**src/rtl/mips_ctrl_pkg.sv**
```systemverilog
// Shared encodings for the multicycle MIPS control path: opcodes, FSM states,
// ALUOp codes, mux select constants and the bundled control word.
package mips_ctrl_pkg;

   localparam logic [5:0] OP_RTYPE = 6'd0;
   localparam logic [5:0] OP_LW    = 6'd35;
   localparam logic [5:0] OP_SW    = 6'd43;
   localparam logic [5:0] OP_BEQ   = 6'd4;
   localparam logic [5:0] OP_J     = 6'd2;
   localparam logic [5:0] OP_ADDI  = 6'd8;

   localparam logic [1:0] ALUOP_ADD   = 2'b00;
   localparam logic [1:0] ALUOP_SUB   = 2'b01;
   localparam logic [1:0] ALUOP_FUNCT = 2'b10;

   localparam logic [1:0] SRCB_REG     = 2'b00;
   localparam logic [1:0] SRCB_FOUR    = 2'b01;
   localparam logic [1:0] SRCB_SEXT    = 2'b10;
   localparam logic [1:0] SRCB_SEXT_SH = 2'b11;

   localparam logic [1:0] PCSRC_ALU    = 2'b00;
   localparam logic [1:0] PCSRC_ALUOUT = 2'b01;
   localparam logic [1:0] PCSRC_JUMP   = 2'b10;

   typedef enum logic [3:0] {
      S_FETCH     = 4'd0,
      S_DECODE    = 4'd1,
      S_MEMADDR   = 4'd2,
      S_MEMREAD   = 4'd3,
      S_MEMWB     = 4'd4,
      S_MEMWRITE  = 4'd5,
      S_EXECUTE   = 4'd6,
      S_RCOMPLETE = 4'd7,
      S_BRANCH    = 4'd8,
      S_JUMP      = 4'd9,
      S_ADDIEXEC  = 4'd10,
      S_ADDIWB    = 4'd11,
      S_IDLE      = 4'd15
   } state_e;

   typedef struct packed {
      logic       pc_write;
      logic       pc_write_cond;
      logic       i_or_d;
      logic       mem_read;
      logic       mem_write;
      logic       mem_to_reg;
      logic       ir_write;
      logic [1:0] pc_source;
      logic [1:0] alu_op;
      logic       alu_src_a;
      logic [1:0] alu_src_b;
      logic       reg_write;
      logic       reg_dst;
      logic       illegal_op;
   } ctrl_t;

endpackage

```
**src/rtl/multicycle_control.sv**
```systemverilog
// Main control FSM of the multicycle MIPS datapath.
// Define ADDI_EN to add the addi execute/writeback states (op 8).
module multicycle_control
   import mips_ctrl_pkg::*;
(
   input  logic       clk,
   input  logic       reset,
   input  logic [5:0] op,
   input  logic       mem_ready,
   output logic       PCWrite,
   output logic       PCWriteCond,
   output logic       IorD,
   output logic       MemRead,
   output logic       MemWrite,
   output logic       MemtoReg,
   output logic       IRWrite,
   output logic [1:0] PCSource,
   output logic [1:0] ALUOp,
   output logic       ALUSrcA,
   output logic [1:0] ALUSrcB,
   output logic       RegWrite,
   output logic       RegDst,
   output logic       illegal_op,
   output logic [3:0] state_o
);

   state_e state_q, state_d;
   ctrl_t  ctrl;

   // Dispatch target out of DECODE; S_FETCH marks an unsupported opcode.
   function automatic state_e decode_target(input logic [5:0] opc);
      case (opc)
         OP_LW, OP_SW: return S_MEMADDR;
         OP_RTYPE:     return S_EXECUTE;
         OP_BEQ:       return S_BRANCH;
         OP_J:         return S_JUMP;
`ifdef ADDI_EN
         OP_ADDI:      return S_ADDIEXEC;
`endif
         default:      return S_FETCH;
      endcase
   endfunction

   // NOTE: state registers use non-blocking assignment so every flop samples pre-edge values.
   always_ff @(posedge clk or posedge reset) begin
      if (reset) state_q <= S_IDLE;
      else       state_q <= state_d;
   end

   // NOTE: default assignment first so no path through the case leaves a latch.
   always_comb begin
      state_d = S_FETCH;
      case (state_q)
         S_IDLE:      state_d = S_FETCH;
         S_FETCH:     state_d = mem_ready ? S_DECODE : S_FETCH;
         S_DECODE:    state_d = decode_target(op);
         S_MEMADDR:   state_d = (op == OP_LW) ? S_MEMREAD : S_MEMWRITE;
         S_MEMREAD:   state_d = mem_ready ? S_MEMWB : S_MEMREAD;
         S_MEMWB:     state_d = S_FETCH;
         S_MEMWRITE:  state_d = mem_ready ? S_FETCH : S_MEMWRITE;
         S_EXECUTE:   state_d = S_RCOMPLETE;
         S_RCOMPLETE: state_d = S_FETCH;
         S_BRANCH:    state_d = S_FETCH;
         S_JUMP:      state_d = S_FETCH;
`ifdef ADDI_EN
         S_ADDIEXEC:  state_d = S_ADDIWB;
         S_ADDIWB:    state_d = S_FETCH;
`endif
         default:     state_d = S_FETCH;
      endcase
   end

   always_comb begin
      ctrl = '0;
      case (state_q)
         S_FETCH: begin
            ctrl.mem_read  = 1'b1;
            ctrl.alu_src_b = SRCB_FOUR;
            ctrl.alu_op    = ALUOP_ADD;
            ctrl.pc_source = PCSRC_ALU;
            ctrl.ir_write  = mem_ready;
            ctrl.pc_write  = mem_ready;
         end
         S_DECODE: begin
            ctrl.alu_src_b  = SRCB_SEXT_SH;
            ctrl.alu_op     = ALUOP_ADD;
            ctrl.illegal_op = (decode_target(op) == S_FETCH);
         end
         S_MEMADDR: begin
            ctrl.alu_src_a = 1'b1;
            ctrl.alu_src_b = SRCB_SEXT;
            ctrl.alu_op    = ALUOP_ADD;
         end
         S_MEMREAD: begin
            ctrl.mem_read = 1'b1;
            ctrl.i_or_d   = 1'b1;
         end
         S_MEMWB: begin
            ctrl.reg_write  = 1'b1;
            ctrl.mem_to_reg = 1'b1;
         end
         S_MEMWRITE: begin
            ctrl.mem_write = 1'b1;
            ctrl.i_or_d    = 1'b1;
         end
         S_EXECUTE: begin
            ctrl.alu_src_a = 1'b1;
            ctrl.alu_src_b = SRCB_REG;
            ctrl.alu_op    = ALUOP_FUNCT;
         end
         S_RCOMPLETE: begin
            ctrl.reg_write = 1'b1;
            ctrl.reg_dst   = 1'b1;
         end
         S_BRANCH: begin
            ctrl.alu_src_a     = 1'b1;
            ctrl.alu_src_b     = SRCB_REG;
            ctrl.alu_op        = ALUOP_SUB;
            ctrl.pc_write_cond = 1'b1;
            ctrl.pc_source     = PCSRC_ALUOUT;
         end
         S_JUMP: begin
            ctrl.pc_write  = 1'b1;
            ctrl.pc_source = PCSRC_JUMP;
         end
`ifdef ADDI_EN
         S_ADDIEXEC: begin
            ctrl.alu_src_a = 1'b1;
            ctrl.alu_src_b = SRCB_SEXT;
            ctrl.alu_op    = ALUOP_ADD;
         end
         S_ADDIWB: begin
            ctrl.reg_write = 1'b1;
         end
`endif
         default: ctrl = '0;
      endcase
   end

   assign PCWrite     = ctrl.pc_write;
   assign PCWriteCond = ctrl.pc_write_cond;
   assign IorD        = ctrl.i_or_d;
   assign MemRead     = ctrl.mem_read;
   assign MemWrite    = ctrl.mem_write;
   assign MemtoReg    = ctrl.mem_to_reg;
   assign IRWrite     = ctrl.ir_write;
   assign PCSource    = ctrl.pc_source;
   assign ALUOp       = ctrl.alu_op;
   assign ALUSrcA     = ctrl.alu_src_a;
   assign ALUSrcB     = ctrl.alu_src_b;
   assign RegWrite    = ctrl.reg_write;
   assign RegDst      = ctrl.reg_dst;
   assign illegal_op  = ctrl.illegal_op;
   assign state_o     = state_q;

endmodule

```
**config.mk**
```make
export PLATFORM = sky130hd
export DESIGN_NAME = multicycle_control
export DESIGN_NICKNAME = d
export VERILOG_FILES = /design/src/rtl/mips_ctrl_pkg.sv /design/src/rtl/multicycle_control.sv
export SDC_FILE = /design/constraint.sdc
export NUM_CORES = 1
export LEC_CHECK = 0
export CORE_MARGIN = 2
export CORE_UTILIZATION = 38
export CTS_BUF_LIST = sky130_fd_sc_hd__clkbuf_4 sky130_fd_sc_hd__clkbuf_8
export CTS_CLUSTER_DIAMETER = 60
export DETAILED_ROUTE_END_ITERATION = 8
export GPL_TIMING_DRIVEN = 0
export PLACE_DENSITY = 0.81
export SYNTH_ARGS = -nofsm -noshare
export SYNTH_HDL_FRONTEND = slang
export SYNTH_SLANG_ARGS = --single-unit
export TNS_END_PERCENT = 100
```
**constraint.sdc**
```tcl
create_clock -name clk -period 2.25 [get_ports clk]
set_input_delay 0.5625 -clock clk [delete_from_list [all_inputs] [get_ports clk]]
set_output_delay 0.5625 -clock clk [all_outputs]
set_load 0.05 [all_outputs]
```
==> run_results.csv, run 1 <==
group,metric,value,unit
global_route,grtUsageTotal,23.3,%
synthesis,synth_async_sr_flop_share,100,%
timing,skew,0.00343,ns
critical_path,worst_path_max_delay_cell,"sky130_fd_sc_hd__dfstp_2",
layout,drive_above_1_share,44.3,%
synthesis,netlist_area,505,µm²
routing,route.vias.total,711,
synthesis,synth_fp_nets,84,
cts,max-clock-path-buffers,2,
timing,hold_viol_final,0,
critical_path,worstPathCellList,"buf_6 > or4b_4 > nor2_4 > buf_8",
timing,fin_crit_sh,98.2,%
critical_path,crit_family,"simple AND/OR/NAND/NOR gates",
global_route,antenna_violations_before_repair,0,
layout,synthToLayoutAreaGrowth,93.3,%
synthesis,synth.top_cells.by_count,"sky130_fd_sc_hd__nor3_1 (11), sky130_fd_sc_hd__nor2_1 (9), sky130_fd_sc_hd__nand2_1 (7)",
critical_path,timing.reg2reg.worst_path_depth,6,
synthesis,postSynthAreaPerCell,6.74,µm²
floorplan,design.core.area,1270,µm²
critical_path,worst_reg2reg_endpoint,"state_o[0]$_DFF_PP1_",
floorplan,chipWidth,40.5,µm
routing,detail_route.drc_violations,0,
routing,detail_route.iter0.violations,6,
timing,hold_slack,0.714,ns
cts,post_cts_hold_buffer_count,0,
layout,seq_area,105,µm²
layout,final_std_cells_w_o_fill,130,
timing,rsz0062_at_grt,"yes",
global_route,via_count_of_the_first_global_routing_pass,577,
place,detailed_place.area,880,µm²
status,result_of_the_run,"finished clean",
floorplan,die_area,1640,µm²
run,max_cap_violations,0,
layout,final_design_area_no_fill,977,µm²
worst_hold_path,hold_path_class,"input port to async pin",
floorplan,ios,30,
floorplan,floorplan.initialDensity,39.8,%
cts,clk_transition_reported_paths,0.04,ns
critical_path,worstSetupPathType,"flip-flop to output pin",
routing,wirelength,1810,µm
synthesis,netlist_instances,75,
power_and_ir_drop,power.total,0.428,mW
critical_path,setup.worst_path.end_class,"output pin",
place,sum_of_net_half_perimeters_after_detailed_placement,1100,µm
timing,fin_ws,0.0402,ns
cts,h-tree-depth,1,
place,pre_cts_slack,-0.761,ns
place,gpl.final_weighted_congestion,0.814,
critical_path,crit_arrival,1.65,ns
timing,timing.setup.tns,0,ns
layout,num_antenna_cells,0,
routing,drt-pass1-iter-count,4,
power_and_ir_drop,worst_ir_drop_vdd,0.374,mV
routing,wl_per_cell,13.9,µm
global_route,grt_max_degree,11,
synthesis,synth.distinct_cells,28,
global_route,overflow,0,
layout,multi_input_area,432,µm²
synthesis,number_of_flops_mapped_to_enable_cells_by_yosys,0,
layout,filler_cell_count,99,
layout,largest_reg_flops,4,
synthesis,ys_seq_area_share,20.8,%
timing,setup_violations,0,
routing,detail-route-antenna-nets,0,
timing,count_of_pins_over_their_slew_limit,0,
global_route,grt_first_pass_wirelength,2530,µm
place,place_inst,119,
synthesis,synthesis.yosys.warnings,0,
place,io_buffer_count,29,
cts,clockRootBuffer,"sky130_fd_sc_hd__clkbuf_4",
critical_path,crit_fanout,8,
synthesis,cells_taking_the_most_area_after_synthesis,"sky130_fd_sc_hd__dfstp_2 (21%), sky130_fd_sc_hd__nor3_1 (11%), sky130_fd_sc_hd__nor2_1 (6.7%)",
power_and_ir_drop,cellLeakagePower,0.471,nW
synthesis,top_area_cell_type_share_of_the_netlist_area,20.8,%
critical_path,timing.reg2reg.setup_slack,0.43,ns
routing,vias_per_cell,5.47,
timing,min_period,2.21,ns
synthesis,yosysMostFrequentCell,"sky130_fd_sc_hd__nor3_1",
floorplan,die_height,40.5,µm
synthesis,dominantRegCellSynth,"sky130_fd_sc_hd__dfstp_2",
synthesis,postSynthRegisterBits,4,
timing,timing.max_slew.rel_slack,66.2,%
synthesis,synth_area_leader_cell,"sky130_fd_sc_hd__dfstp_2",
cts,clock_latency,0.24,ns
floorplan,fp-row-count,13,
critical_path,reg2reg_from,"state_o[0]$_DFF_PP1_",
layout,final_util,77.0,%
critical_path,startpoint_type,"flip-flop",
cts,tritoncts_clock_tree,"yes",
critical_path,worstPathBufferInverterCount,2,
layout,finalNetCount,126,
timing,max_clock_freq,0.453,GHz
power_and_ir_drop,power.density_cell_area,438,nW/µm²
cts,cts_made_buffers,3,
cts,numClockSinks,4,
timing,tightestPinTransition,0.506,ns
critical_path,required,1.69,ns
critical_path,cpPeakStageDelay,0.53,ns
-- routing by layer --
layer | vias to the layer above | track usage (%) | part of all wire (%)
li1 | 345 | - | -
met1 | 334 | 31.4 | 39
met2 | 30 | 37.3 | 54
met3 | 2 | 7.22 | 5.3
met4 | 0 | 2.50 | 1.3
met5 | - | 0 | 0
-- cell usage in the layout, fill, tap and decap left out, drive strengths merged --
cell and instances:
buf 23, nor3 12, nor2 9, dlygate4sd2 7
nand2 7, clkbuf 5, inv 4, a21oi 4
clkdlybuf4s50 4, clkdlybuf4s15 4, dfstp 4, nand2b 4
o21ai 4, nor4 3, and3 3, dlymetal6s2s 3
nand3 2, xor2 2, xnor2 1, or4b 1
o311ai 1, mux2i 1, o22ai 1, or3b 1
a31oi 1, and2 1, nor2b 1, or2 1
a2bb2oi 1
-- layout make-up --
class | count | area share [%]
repair buffers | 37 | 33.0
plain buffers | 6 | 6.27
flip-flops and latches | 4 | 10.8
well taps | 15 | 1.92
clock buffers | 3 | 2.30
inverters | 4 | 1.54
multi-input cells | 61 | 44.2
-- report_power, final --
group / internal, mW / total, mW / switching, mW
combinational: 0.0925 / 0.250 / 0.158
clock: 0.0600 / 0.0937 / 0.0337
sequential: 0.0793 / 0.0841 / 0.00474
total: 0.232 / 0.428 / 0.196
-- how the worst max path moves through the flow --
stage	cells after the start	startpoint	endpoint	slack [ns]
CTS	6	mem_ready	PCWrite	-0.07
detailed placement	6	op[3]	illegal_op	-0.76
floorplan	3	state_o[0]$_DFF_PP1_	ALUOp[1]	-0.31
global route	5	state_o[3]$_DFF_PP1_	MemtoReg	-0.02
finish	4	state_o[0]$_DFF_PP1_	illegal_op	0.04
global placement	6	op[0]	illegal_op	-0.74
-- worst reg2reg max path, stage by stage, from the launching register on --
cell and delay [ns]:
sky130_fd_sc_hd__dfstp_2 0.53, sky130_fd_sc_hd__buf_6 0.12, sky130_fd_sc_hd__or4b_4 0.50, sky130_fd_sc_hd__buf_4 0.17
sky130_fd_sc_hd__nor3_4 0.14, sky130_fd_sc_hd__nand3_1 0.12, sky130_fd_sc_hd__o21ai_0 0.14
-- logic make-up (layout without fill, tap and decap cells) --
logic type / after synthesis / in the layout / synth area share [%]
AOI/OAI and AO/OA: 12 / 12 / 13.9
buffers and inverters: 10 / 50 / 9.65
xor gates and xnor gates: 3 / 3 / 5.20
and+or+nand+nor: 45 / 45 / 48.5
muxes: 1 / 1 / 1.98
DFF: 4 / 4 / 20.8
-- what timing repair did --
item	in CTS	in global routing
buffers inserted	5	3
gates resized for setup	82	14
pin swaps	2	1
setup endpoints to repair	17	16
Power figures use the tool's default switching activity.
==> run 2, diff against run 1 <==
--- a/config.mk
+++ b/config.mk
@@ -6,12 +6,11 @@
 export NUM_CORES = 1
 export LEC_CHECK = 0
 export CORE_MARGIN = 2
-export CORE_UTILIZATION = 38
-export CTS_BUF_LIST = sky130_fd_sc_hd__clkbuf_4 sky130_fd_sc_hd__clkbuf_8
+export CORE_UTILIZATION = 36
 export CTS_CLUSTER_DIAMETER = 60
 export DETAILED_ROUTE_END_ITERATION = 8
 export GPL_TIMING_DRIVEN = 0
-export PLACE_DENSITY = 0.81
+export PLACE_DENSITY = 0.77
 export SYNTH_ARGS = -nofsm -noshare
 export SYNTH_HDL_FRONTEND = slang
 export SYNTH_SLANG_ARGS = --single-unit
==> run 2 against run 1 <==
Register-to-register slack lost 0.02 ns. Largest cell class unchanged. Setup slack worse by 0.028 ns. Via count is 7.6% lower. Routed wire length fell by 17%. Combinational power barely moved. Sequential share of layout area up 0.47 points. Worst hold slack worse by 0.016 ns. Power shrank 0.35%. Clock power down 2%. Cell count is 1.5% lower. Largest power group unchanged.
==> run_results.csv, run 2 (same netlist as run 1, synthesis figures left out) <==
group,metric,value,unit
place,sum_of_net_half_perimeters_after_detailed_placement,1090,µm
power_and_ir_drop,clkPwrFrac,21.5,%
timing,count_of_pins_over_their_slew_limit,0,
layout,drive_above_1_share,43.4,%
timing,fin_ws,0.0120,ns
place,gpl.final_weighted_congestion,0.810,
critical_path,setup_crit_start,"state_o[3]$_DFF_PP1_",
global_route,grt_first_pass_wirelength,2570,µm
cts,clk_transition_reported_paths,0.04,ns
critical_path,startpoint_type,"flip-flop",
layout,num_antenna_cells,0,
routing,detail_route.drc_violations,0,
layout,final_std_cells_w_o_fill,128,
power_and_ir_drop,switching_part_of_the_total,45.2,%
routing,wl_per_cell,11.7,µm
timing,fin_crit_sh,99.5,%
cts,cts_made_buffers,3,
layout,final_design_area_no_fill,936,µm²
floorplan,fp-row-count,13,
routing,detail_route.iter0.violations,5,
cts,post_cts_hold_buffer_count,0,
routing,drt-pass1-iter-count,2,
floorplan,chipWidth,41.5,µm
cts,tritoncts_clock_tree,"yes",
place,place_inst,119,
floorplan,die_area,1720,µm²
cts,clockRootBuffer,"sky130_fd_sc_hd__clkbuf_4",
place,pre_cts_slack,-0.761,ns
power_and_ir_drop,seq_power_share,19.6,%
layout,synthToLayoutAreaGrowth,85.1,%
cts,numClockSinks,4,
power_and_ir_drop,power.switching,0.193,mW
floorplan,design.core.area,1300,µm²
status,result_of_the_run,"finished clean",
critical_path,worst_reg2reg_endpoint,"state_o[2]$_DFF_PP1_",
critical_path,setup.worst_path.end,"RegWrite",
cts,clock_latency,0.24,ns
critical_path,required,1.69,ns
timing,tightestPinTransition,0.501,ns
global_route,overflow,0,
global_route,grt_max_degree,11,
run,max_cap_violations,0,
timing,min_period,2.24,ns
power_and_ir_drop,cellLeakagePower,0.459,nW
routing,route.vias.total,657,
timing,hold_viol_final,0,
floorplan,floorplan.initialDensity,38.8,%
critical_path,reg2reg_from,"state_o[0]$_DFF_PP1_",
floorplan,ios,30,
timing,timing.setup.tns,0,ns
place,io_buffer_count,29,
power_and_ir_drop,power.density_cell_area,456,nW/µm²
global_route,via_count_of_the_first_global_routing_pass,591,
global_route,grtUsageTotal,19.3,%
routing,vias_per_cell,5.13,
worst_hold_path,hold_path_class,"input port to async pin",
critical_path,crit_fanout,10,
critical_path,timing.reg2reg.setup_slack,0.41,ns
layout,layout.cells.most_common,"sky130_fd_sc_hd__buf_4",
timing,skew,0.00638,ns
timing,max_clock_freq,0.447,GHz
place,detailed_place.area,880,µm²
timing,timing.max_slew.rel_slack,66.5,%
layout,top_library_cells_by_usage_in_the_layout_fill_and_taps_aside,"sky130_fd_sc_hd__buf_4 (10), sky130_fd_sc_hd__dlygate4sd2_1 (8), sky130_fd_sc_hd__nand2_1 (7), sky130_fd_sc_hd__nor2_1 (7), sky130_fd_sc_hd__buf_2 (7)",
cts,max-clock-path-buffers,2,
power_and_ir_drop,worst_ir_drop_vdd,0.271,mV
cts,h-tree-depth,1,
power_and_ir_drop,p_int,0.234,mW
routing,wirelength,1500,µm
timing,rsz0062_at_grt,"yes",
layout,finalNetCount,124,
critical_path,crit_arrival,1.68,ns
global_route,antenna_violations_before_repair,0,
critical_path,timing.reg2reg.worst_path_depth,7,
floorplan,die_height,41.5,µm
critical_path,worstSetupPathType,"flip-flop to output pin",
power_and_ir_drop,p_comb_share,58.9,%
layout,filler_cell_count,107,
layout,largest_reg_flops,4,
timing,setup_violations,0,
critical_path,setup.worst_path.end_class,"output pin",
routing,detail-route-antenna-nets,0,
## run 2: worst max-delay path, cell delays in order, from the launching register on
cell	delay (ns)
sky130_fd_sc_hd__dfstp_2	0.55
sky130_fd_sc_hd__buf_6	0.15
sky130_fd_sc_hd__inv_1	0.08
sky130_fd_sc_hd__nand2_1	0.12
sky130_fd_sc_hd__nor3_2	0.05
sky130_fd_sc_hd__or2_2	0.29
sky130_fd_sc_hd__buf_4	0.19
## run 2: worst min-delay path by stage
| stage | from | end |
|---|---|---|
| floorplan | reset | state_o[0]$_DFF_PP1_ |
| global placement | state_o[1]$_DFF_PP1_ | state_o[1]$_DFF_PP1_ |
| detailed placement | state_o[1]$_DFF_PP1_ | state_o[1]$_DFF_PP1_ |
| CTS | reset | state_o[0]$_DFF_PP1_ |
| global route | reset | state_o[3]$_DFF_PP1_ |
| finish | reset | state_o[1]$_DFF_PP1_ |
## run 2: timing repair
item | in CTS | in global routing
resized for setup | 83 | 14
buffers inserted | 2 | 4
hold endpoints to repair | 0 | 0
pin swaps | 2 | 1
setup endpoints to repair | 17 | 13
## run 2: layout make-up
class                      count  area, µm²  area share [%]
timing repair buffer          35        283            30.2
inverter                       4       15.0            1.60
multi-input combinational     61        438            46.8
buffer                         6       53.8            5.75
tap                           15       18.8            2.01
clock buffer                   3       22.5            2.41
sequential                     4        105            11.2
## run 2: through the flow
stage,util (%),hold WS [ns],total power [mW]
final,71.9,0.699,0.427
after global routing,71.9,0.741,0.452
after CTS,69.9,0.708,0.406
after detailed placement,67.6,0.726,0.314
after global placement,67.6,0.721,0.313
after floorplan,-,0.518,0.241
## run 2: per-layer routing
metal	share of wire, %	GRT usage, %
met1	42	22.1
met3	5.3	6.52
met5	0	0
met4	2.8	9.68
met2	50	31.9
## run 2: power by group through the flow
stage               combinational, mW  sequential, mW  clock (mW)
global placement                0.230          0.0831           0
finish                          0.251          0.0835      0.0917
global route                    0.266          0.0845       0.101
detailed placement              0.231          0.0836           0
floorplan                       0.143          0.0973           0
CTS                             0.232          0.0835      0.0906
